## config.mk

```make
export PLATFORM = sky130hd
export DESIGN_NAME = i2c_target_port
export DESIGN_NICKNAME = d
export VERILOG_FILES = /design/src/rtl/i2c_target_port.sv
export SDC_FILE = /design/constraint.sdc
export NUM_CORES = 1
export LEC_CHECK = 0
export CORE_ASPECT_RATIO = 2
export CORE_MARGIN = 1.5
export CORE_UTILIZATION = 50
export CTS_CLUSTER_SIZE = 40
export DETAILED_ROUTE_END_ITERATION = 10
export HOLD_SLACK_MARGIN = 0.05
export PLACE_DENSITY = 0.86
export SYNTH_ARGS = -nofsm -noshare
export SYNTH_HDL_FRONTEND = slang
export SYNTH_SLANG_ARGS = --single-unit
```

## constraint.sdc

```tcl
create_clock -name clk_clk -period 2 [get_ports clk_clk]
set_clock_uncertainty 0.15 [all_clocks]
set_input_delay 0.4 -clock clk_clk [delete_from_list [all_inputs] [get_ports clk_clk]]
set_output_delay 0.4 -clock clk_clk [all_outputs]
set_load 0.03 [all_outputs]
```

## src/rtl/i2c_target_port.sv

```systemverilog
// I2C target bridging bus writes/reads to a byte-wide register port with an
// auto-incrementing pointer. Bus pins are oversampled on the system clock.
module i2c_target_port #(
  parameter logic [6:0]  TARGET_ADDR = 7'h42,
  parameter int unsigned PTR_W       = 4,
  parameter int unsigned SYNC_STAGES = 2
) (
  input  logic             clk_clk,
  input  logic             reset_reset,
  input  logic             scl_in,
  input  logic             sda_in,
  output logic             scl_oe,
  output logic             sda_oe,
  output logic             wr_valid,
  output logic [PTR_W-1:0] wr_addr,
  output logic [7:0]       wr_data,
  output logic [PTR_W-1:0] rd_addr,
  input  logic [7:0]       rd_data,
  output logic             busy
);

  typedef enum logic [3:0] {
    StIdle, StAddr, StAckAddr, StPtr, StAckPtr, StWr, StAckWr, StRd, StRdAck, StWaitStop
  } state_e;

  localparam logic [PTR_W-1:0] PtrOne = {{(PTR_W-1){1'b0}}, 1'b1};

  logic [SYNC_STAGES-1:0] r_scl_sync, r_sda_sync;
  logic                   r_scl_d, r_sda_d;
  logic                   w_scl, w_sda;
  logic                   w_scl_rise, w_scl_fall, w_start, w_stop;
  logic [7:0]             w_shift_in;

  state_e           r_state, w_state;
  logic [3:0]       r_cnt, w_cnt;
  logic [7:0]       r_shift, w_shift;
  logic             r_sda_oe, w_sda_oe;
  logic [PTR_W-1:0] r_ptr, w_ptr;
  logic [PTR_W-1:0] r_rd_addr, w_rd_addr;
  logic             r_busy, w_busy;
  logic             r_rw, w_rw;
  logic             r_ack, w_ack;
  logic             r_wr_valid, w_wr_valid;
  logic [PTR_W-1:0] r_wr_addr, w_wr_addr;
  logic [7:0]       r_wr_data, w_wr_data;

  assign w_scl      = r_scl_sync[SYNC_STAGES-1];
  assign w_sda      = r_sda_sync[SYNC_STAGES-1];
  assign w_scl_rise = w_scl & ~r_scl_d;
  assign w_scl_fall = ~w_scl & r_scl_d;
  // SDA edges are qualified by the previous SCL level so a coincident SCL edge cannot mask them.
  assign w_start    = r_sda_d & ~w_sda & r_scl_d;
  assign w_stop     = ~r_sda_d & w_sda & r_scl_d;
  assign w_shift_in = {r_shift[6:0], w_sda};

  always_ff @(posedge clk_clk) begin
    if (reset_reset) begin
      r_scl_sync <= '1;
      r_sda_sync <= '1;
      r_scl_d    <= 1'b1;
      r_sda_d    <= 1'b1;
      r_state    <= StIdle;
      r_cnt      <= '0;
      r_shift    <= '0;
      r_sda_oe   <= 1'b0;
      r_ptr      <= '0;
      r_rd_addr  <= '0;
      r_busy     <= 1'b0;
      r_rw       <= 1'b0;
      r_ack      <= 1'b0;
      r_wr_valid <= 1'b0;
      r_wr_addr  <= '0;
      r_wr_data  <= '0;
    end else begin
      r_scl_sync <= {r_scl_sync[SYNC_STAGES-2:0], scl_in};
      r_sda_sync <= {r_sda_sync[SYNC_STAGES-2:0], sda_in};
      r_scl_d    <= w_scl;
      r_sda_d    <= w_sda;
      r_state    <= w_state;
      r_cnt      <= w_cnt;
      r_shift    <= w_shift;
      r_sda_oe   <= w_sda_oe;
      r_ptr      <= w_ptr;
      r_rd_addr  <= w_rd_addr;
      r_busy     <= w_busy;
      r_rw       <= w_rw;
      r_ack      <= w_ack;
      r_wr_valid <= w_wr_valid;
      r_wr_addr  <= w_wr_addr;
      r_wr_data  <= w_wr_data;
    end
  end

  always_comb begin
    w_state    = r_state;
    w_cnt      = r_cnt;
    w_shift    = r_shift;
    w_sda_oe   = r_sda_oe;
    w_ptr      = r_ptr;
    w_rd_addr  = r_rd_addr;
    w_busy     = r_busy;
    w_rw       = r_rw;
    w_ack      = r_ack;
    w_wr_valid = 1'b0;
    w_wr_addr  = r_wr_addr;
    w_wr_data  = r_wr_data;

    if (w_start) begin
      w_state  = StAddr;
      w_cnt    = '0;
      w_sda_oe = 1'b0;
      w_busy   = 1'b0;
    end else if (w_stop) begin
      w_state  = StIdle;
      w_sda_oe = 1'b0;
      w_busy   = 1'b0;
    end else begin
      unique case (r_state)
        StAddr: begin
          if (w_scl_rise) begin
            w_shift = w_shift_in;
            w_cnt   = r_cnt + 4'd1;
          end else if (w_scl_fall && r_cnt == 4'd8) begin
            if (r_shift[7:1] == TARGET_ADDR) begin
              w_state   = StAckAddr;
              w_sda_oe  = 1'b1;
              w_busy    = 1'b1;
              w_rw      = r_shift[0];
              w_rd_addr = r_ptr;
            end else begin
              w_state = StIdle;
            end
          end
        end
        StAckAddr: begin
          if (w_scl_fall) begin
            w_cnt = '0;
            if (r_rw) begin
              w_state  = StRd;
              w_shift  = rd_data;
              w_sda_oe = ~rd_data[7];
            end else begin
              w_state  = StPtr;
              w_sda_oe = 1'b0;
            end
          end
        end
        StPtr: begin
          if (w_scl_rise) begin
            w_shift = w_shift_in;
            w_cnt   = r_cnt + 4'd1;
          end else if (w_scl_fall && r_cnt == 4'd8) begin
            w_ptr    = r_shift[PTR_W-1:0];
            w_sda_oe = 1'b1;
            w_state  = StAckPtr;
          end
        end
        StAckPtr: begin
          if (w_scl_fall) begin
            w_sda_oe = 1'b0;
            w_cnt    = '0;
            w_state  = StWr;
          end
        end
        StWr: begin
          if (w_scl_rise) begin
            w_shift = w_shift_in;
            w_cnt   = r_cnt + 4'd1;
            if (r_cnt == 4'd7) begin
              w_wr_valid = 1'b1;
              w_wr_addr  = r_ptr;
              w_wr_data  = w_shift_in;
            end
          end else if (w_scl_fall && r_cnt == 4'd8) begin
            w_sda_oe = 1'b1;
            w_state  = StAckWr;
          end
        end
        StAckWr: begin
          if (w_scl_fall) begin
            w_sda_oe = 1'b0;
            w_ptr    = r_ptr + PtrOne;
            w_cnt    = '0;
            w_state  = StWr;
          end
        end
        StRd: begin
          if (w_scl_rise) begin
            w_cnt = r_cnt + 4'd1;
          end else if (w_scl_fall) begin
            if (r_cnt == 4'd8) begin
              w_sda_oe = 1'b0;
              w_state  = StRdAck;
            end else if (r_cnt != 4'd0) begin
              w_sda_oe = ~r_shift[6];
              w_shift  = {r_shift[6:0], 1'b0};
            end
          end
        end
        StRdAck: begin
          // Advance the pointer on the ACK rise so rd_data is valid by the following fall.
          if (w_scl_rise) begin
            w_ack = ~w_sda;
            if (!w_sda) begin
              w_ptr     = r_ptr + PtrOne;
              w_rd_addr = r_ptr + PtrOne;
            end
          end else if (w_scl_fall) begin
            if (r_ack) begin
              w_shift  = rd_data;
              w_sda_oe = ~rd_data[7];
              w_cnt    = '0;
              w_state  = StRd;
            end else begin
              w_state = StWaitStop;
            end
          end
        end
        default: ;
      endcase
    end
  end

  assign scl_oe   = 1'b0;
  assign sda_oe   = r_sda_oe;
  assign wr_valid = r_wr_valid;
  assign wr_addr  = r_wr_addr;
  assign wr_data  = r_wr_data;
  assign rd_addr  = r_rd_addr;
  assign busy     = r_busy;

endmodule

```

==> results of run 1 <==
-- cells by family (layout without fill, tap and decap cells) --
| logic type | Yosys count | after routing |
|---|---|---|
| flip-flops | 47 | 47 |
| multiplexers | 18 | 18 |
| AO/OA/AOI/OAI | 78 | 78 |
| adder cells (fa/ha/maj) | 3 | 3 |
| AND/OR/NAND/NOR | 135 | 136 |
| buffers and inverters | 26 | 85 |
| XOR/XNOR | 6 | 6 |
| other | 1 | 1 |
-- registers in the layout, summed over array words and instances, names as in the netlist --
| register | cells |
|---|---|
| wr_valid | 1 |
| wr_data | 8 |
| r_scl_d | 1 |
| r_ptr | 4 |
| wr_addr | 4 |
| r_sda_sync | 2 |
| r_sda_d | 1 |
| r_shift | 8 |
| r_cnt | 4 |
| r_scl_sync | 2 |
| r_rw | 1 |
| rd_addr | 4 |
| r_state | 4 |
| busy | 1 |
| sda_oe | 1 |
| r_ack | 1 |
-- worst max-delay path, cell delays in order, from the launching register on --
cell and delay [ns]:
dfxtp_1 0.36, or3b_4 0.39, buf_4 0.15, a21o_1 0.27, nor3b_2 0.24, a21oi_1 0.08, o21ai_0 0.21, nor2b_1 0.15
-- power by group --
group,total (mW),switching [mW],internal [mW]
registers,0.959,0.0128,0.946
logic,0.172,0.0933,0.0784
clock network,0.614,0.335,0.279
-- what timing repair did --
item / 4_1_cts / 5_1_grt
endpoints found under the hold margin: 0 / 0
cloned: 0 / 1
pin swaps: 0 / 6
buffers inserted: 0 / 2
gates resized for setup: 4 / 20
setup endpoints to repair: 11 / 33
-- layer usage --
metal	global-route usage [%]	wire length (um)	share of wire, %
met5	0	0	0
met4	14.7	354	4.9
met3	2.44	249	3.5
met2	44.6	3900	54
met1	29.9	2700	37
-- stage by stage --
step	power [mW]	setup TNS, ns	util, %	hold WS (ns)
2_1_floorplan	1.07	-0.0205	-	0.239
3_3_place_gp	1.14	0	64.7	0.243
3_5_place_dp	1.14	-0.117	64.7	0.252
4_1_cts	1.74	0	66.8	0.275
5_1_grt	1.79	-0.267	68.6	0.283
6_report	1.74	-0.0652	68.6	0.271
-- cell type report --
type / instances / area, um2
Clock inverter: 1 / 8.76
Multi-Input combinational cell: 242 / 1590
Inverter: 5 / 18.8
Tap cell: 57 / 71.3
Sequential cell: 47 / 947
Timing Repair Buffer: 73 / 656
Fill cell: 366 / 1540
Clock buffer: 6 / 82.6
-- cells in the final DEF (no fill, tap or decap), types with 7 or more instances in the layout --
cell and n:
nor2_1 31, clkdlybuf4s50_1 30, a21oi_1 17, nand3_1 8, mux2i_1 18, buf_4 39, or2_2 7, a21o_1 9
o21ai_0 14, nand2_1 46, dfxtp_1 44, a21oi_2 7
-- how the worst max path moves through the flow --
stage                       endpoint       start  cells past startpoint
after floorplan           r_shift[6]  r_state[2]                      9
after global placement    r_state[0]  r_state[2]                      6
after detailed placement  r_state[0]  r_state[3]                      6
after CTS                   r_ptr[0]    r_cnt[1]                      8
after global routing        r_ptr[2]  r_state[3]                      7
final                       r_ptr[2]  r_state[3]                      7
==> reports/qor.yml, run 1 <==
worst_setup_path:
  critPathKind: "flop to flop"
  rr_startpoint: "r_state[3]"
  r2r-end: "r_ptr[2]"
  worst_setup_path_end_kind: "flop"
  reg2reg_depth: 7
  arrival_ns: 2.15
  r2r_slack_ns: -0.07
  cp.required_ns: 2.09
  critical_path.max_fanout: 9
  start_kind: "flop"
synthesis:
  synth_top_cell_by_area: "dfxtp_1"
  postSynthAreaPerCell_um2: 8.18
  syn_inst: 314
  ys_top_cells_by_count: "dfxtp_1 (47), nand2_1 (46), nor2_1 (33)"
  ys.flop_type: "dfxtp_1"
  synth_top_family_by_area: "simple AND/OR/NAND/NOR gates"
  synth_nets: 329
  yosysUniqueCellTypes: 55
  synth_compound_area_share_pct: 21.1
  ys_seq_area_share_pct: 36.6
  synth_area_um2: 2570
  synth_mux_area_share_pct: 7.01
  yosysMostFrequentCell: "dfxtp_1"
  synth_top_area_share_pct: 36.6
  synthSimpleGateAreaFrac_pct: 26.4
  synthXorXnorAreaFrac_pct: 2.05
  async_flop_share_pct: 0
  synthTopCellsByArea: "dfxtp_1 (37%), mux2i_1 (7.0%), nand2_1 (6.7%)"
  synth_edf_count: 0
  synth_adder_area_share_pct: 1.46
  yosys_warnings: 0
  synth_seq_cells: 47
floorplan:
  die_w_um: 53.7
  start_util_pct: 52.3
  coreArea_um2: 4910
  dieHeight_um: 104
  die_area_um2: 5600
  row_count: 36
  io_pins: 32
sta:
  fmax_ghz: 0.484
  period_share_pct: 103
  setup_violations: 1
  rsz0062_at_grt: "true"
  finalHoldViolCount: 0
  slew_viol_final: 0
  min_period_ns: 2.07
  layout_setup_ws_ns: -0.0652
placed_design:
  place_area_um2: 3170
  port_buffers: 30
  gpl.final_weighted_congestion: 0.979
  dp_hpwl_mm: 5.18
  place_ws_ns: -0.0759
  dp.cells: 422
drt:
  via_count: 2520
  routed_wl_mm: 7.20
  vias_per_cell: 5.85
  drtIter0Drc: 118
  firstDrtPassIters: 5
  ant_nets: 0
  drc: 0
  wl_per_cell_um: 16.7
clock_network:
  clock_path_buffers: 2
  h-tree-depth: 2
  worstSkewPairLatency_ns: 0.30
  root_buffer: "clkbuf_8"
  clock-sinks: 47
  cts_tree: "yes"
  hold_buffers: 0
  clk_pin_slew_ns: 0.10
  cts_buffers: 5
final_layout:
  fin_nets: 389
  area_growth_pct: 31.2
  final_cells: 431
  final_cell_area_um2: 3370
  antenna_cells: 0
  drive_gt1_share_pct: 24.1
job:
  cap_violations: 0
grt:
  gr-total-overflow: 0
  globalRouteTotalUtil_pct: 26.2
  grt_max_degree: 37
  grt_pass1_wl_mm: 11.3
  antenna_found_initial: 0
  grt_pass1_vias: 2427
outcome:
  violations: "negative setup slack"
  outcome: "finished, violations left"
hold_path:
  min_from: "r_sda_sync[0]"
  min_path_cells: 1
  hp-class: "flop to flop"
  hold_end: "r_sda_sync[1]"
power_and_ir_drop:
  p_leak_nw: 1.33
  powerDensity_nw_per_um2: 518
  ir_drop_mv: 0.609
(Power assumes the default switching activity.)
==> run 2: changes to the inputs <==
TNS_END_PERCENT = 5   (was not set)
==> reports/qor.yml, run 2 (same netlist as run 1, synthesis figures left out) <==
power_and_ir_drop:
  clkPwrFrac_pct: 43.6
  p_sw_share_pct: 23.5
  p_leak_nw: 1.36
  pwr-share-comb_pct: 8.8
  p_sw_uw: 471
  pwr-share-seq_pct: 47.6
  powerDensity_nw_per_um2: 588
  cellInternalPower_mw: 1.53
  fin_total_pwr_mw: 2.00
  ir_drop_mv: 0.585
clock_network:
  clock-sinks: 47
  cts_tree: "yes"
  cts_buffers: 5
  worstSkewPairLatency_ns: 0.32
  h-tree-depth: 2
  root_buffer: "clkbuf_8"
  hold_buffers: 0
  clk_pin_slew_ns: 0.10
  clock_path_buffers: 2
grt:
  globalRouteTotalUtil_pct: 27.2
  gr-total-overflow: 0
  grt_pass1_wl_mm: 11.4
  grt_pass1_vias: 2466
  antenna_found_initial: 0
  grt_max_degree: 34
hold_path:
  hp-class: "flop to flop"
  min_from: "r_sda_sync[0]"
  hold_end: "r_sda_sync[1]"
  min_path_cells: 1
final_layout:
  antenna_cells: 0
  fillers: 406
  final_cell_area_um2: 3410
  drive_gt1_share_pct: 24.4
  area_growth_pct: 32.7
  final_cells: 434
  fin_nets: 391
  layout_common_cells: "nand2_1 (46), dfxtp_1 (43), buf_4 (40)"
  final_common_cell: "nand2_1"
sta:
  fmax_ghz: 0.499
  layout_setup_ws_ns: -0.00242
  period_share_pct: 100
  setup_violations: 1
  slew_viol_final: 0
  finalHoldViolCount: 0
  min_period_ns: 2.00
  rsz0062_at_grt: "true"
placed_design:
  port_buffers: 30
  dp.cells: 425
  place_area_um2: 3190
  dp_hpwl_mm: 5.15
  gpl.final_weighted_congestion: 0.970
worst_setup_path:
  critPathKind: "flop to flop"
  r2r_slack_ns: -0.002
  slowest_delay_ns: 0.35
  critical_path.max_fanout: 12
  reg2reg_depth: 7
  cpMaxStageDelayCell: "dfxtp_1"
  critical_path.cell_chain: "buf_4 -> buf_4 -> or2_2 -> o31a_1 -> nand4_4 -> nor2b_2 -> nor3_2"
  r2r-end: "r_shift[0]"
  worst_setup_path_end_kind: "flop"
  start_kind: "flop"
  arrival_ns: 2.06
  cp.required_ns: 2.06
  rr_startpoint: "r_state[0]"
  critPathMostFrequentCell: "buf_4"
floorplan:
  start_util_pct: 52.3
  coreArea_um2: 4910
  die_w_um: 53.7
  row_count: 36
  io_pins: 32
  die_area_um2: 5600
  dieHeight_um: 104
drt:
  vias_per_cell: 5.79
  wl_per_cell_um: 16.1
  drtIter0Drc: 67
  routed_wl_mm: 6.99
  ant_nets: 0
  firstDrtPassIters: 4
  drc: 0
  via_count: 2511
outcome:
  outcome: "finished, violations left"
  violations: "negative setup slack"
job:
  cap_violations: 0
run 2: critical path: cells and delay by family (launching register included):
kind / cells / cell delay, ns
buf+inv: 2 / 0.35
simple gates: 4 / 0.71
flops: 1 / 0.35
compound gates: 1 / 0.33
run 2: routing by layer:
metal	up-vias	GRT usage (%)	part of all wire [%]
met2	74	45.6	54
met4	0	16.8	5.4
met5	-	0	0
met3	32	4.02	3.7
met1	1181	29.9	37
li1	1224	-	-
run 2: worst max-delay path by stage:
| stage | startpoint | end | slack, ns | cells past startpoint |
|---|---|---|---|---|
| 2_1_floorplan | r_state[2] | r_shift[6] | -0.02 | 9 |
| 4_1_cts | r_state[0] | r_shift[0] | -0.02 | 7 |
| 5_1_grt | r_state[2] | r_shift[0] | -0.07 | 7 |
| 3_5_place_dp | r_state[2] | r_shift[2] | -0.08 | 7 |
| 3_3_place_gp | r_state[2] | r_shift[0] | -0.06 | 7 |
| 6_report | r_state[0] | r_shift[0] | -0.002 | 7 |
run 2: area by class of cell:
type / instances / area, um2 / area share [%]
tap: 57 / 71.3 / 2.09
inverter: 5 / 18.8 / 0.550
multi-input combinational: 242 / 1560 / 45.7
sequential: 47 / 946 / 27.7
timing repair buffer: 75 / 674 / 19.8
clock inverter: 3 / 71.3 / 2.09
clock buffer: 5 / 68.8 / 2.02
run 2: through the flow:
step	setup TNS, ns	setup WS (ns)	utilization, %	hold slack [ns]
finish	-0.00242	-0.00242	69.4	0.273
global route	-0.576	-0.0734	69.4	0.287
CTS	-0.0557	-0.0214	68.5	0.276
detailed placement	-0.673	-0.0778	65.0	0.251
global placement	-0.279	-0.0561	65.0	0.242
floorplan	-0.0506	-0.0249	-	0.239
run 2: power by group through the flow:
stage	registers, mW	logic (mW)	clock network [mW]
floorplan	0.984	0.0821	0
global placement	0.976	0.166	0
finish	0.954	0.175	0.874
detailed placement	0.976	0.167	0
CTS	0.954	0.172	0.877
global route	0.956	0.188	0.903
run 2: what timing repair did:
item,in CTS,in global routing
resized for setup,6,16
setup endpoints to repair,17,34
gates cloned,1,0
pin swaps,0,7
buffers inserted,0,0
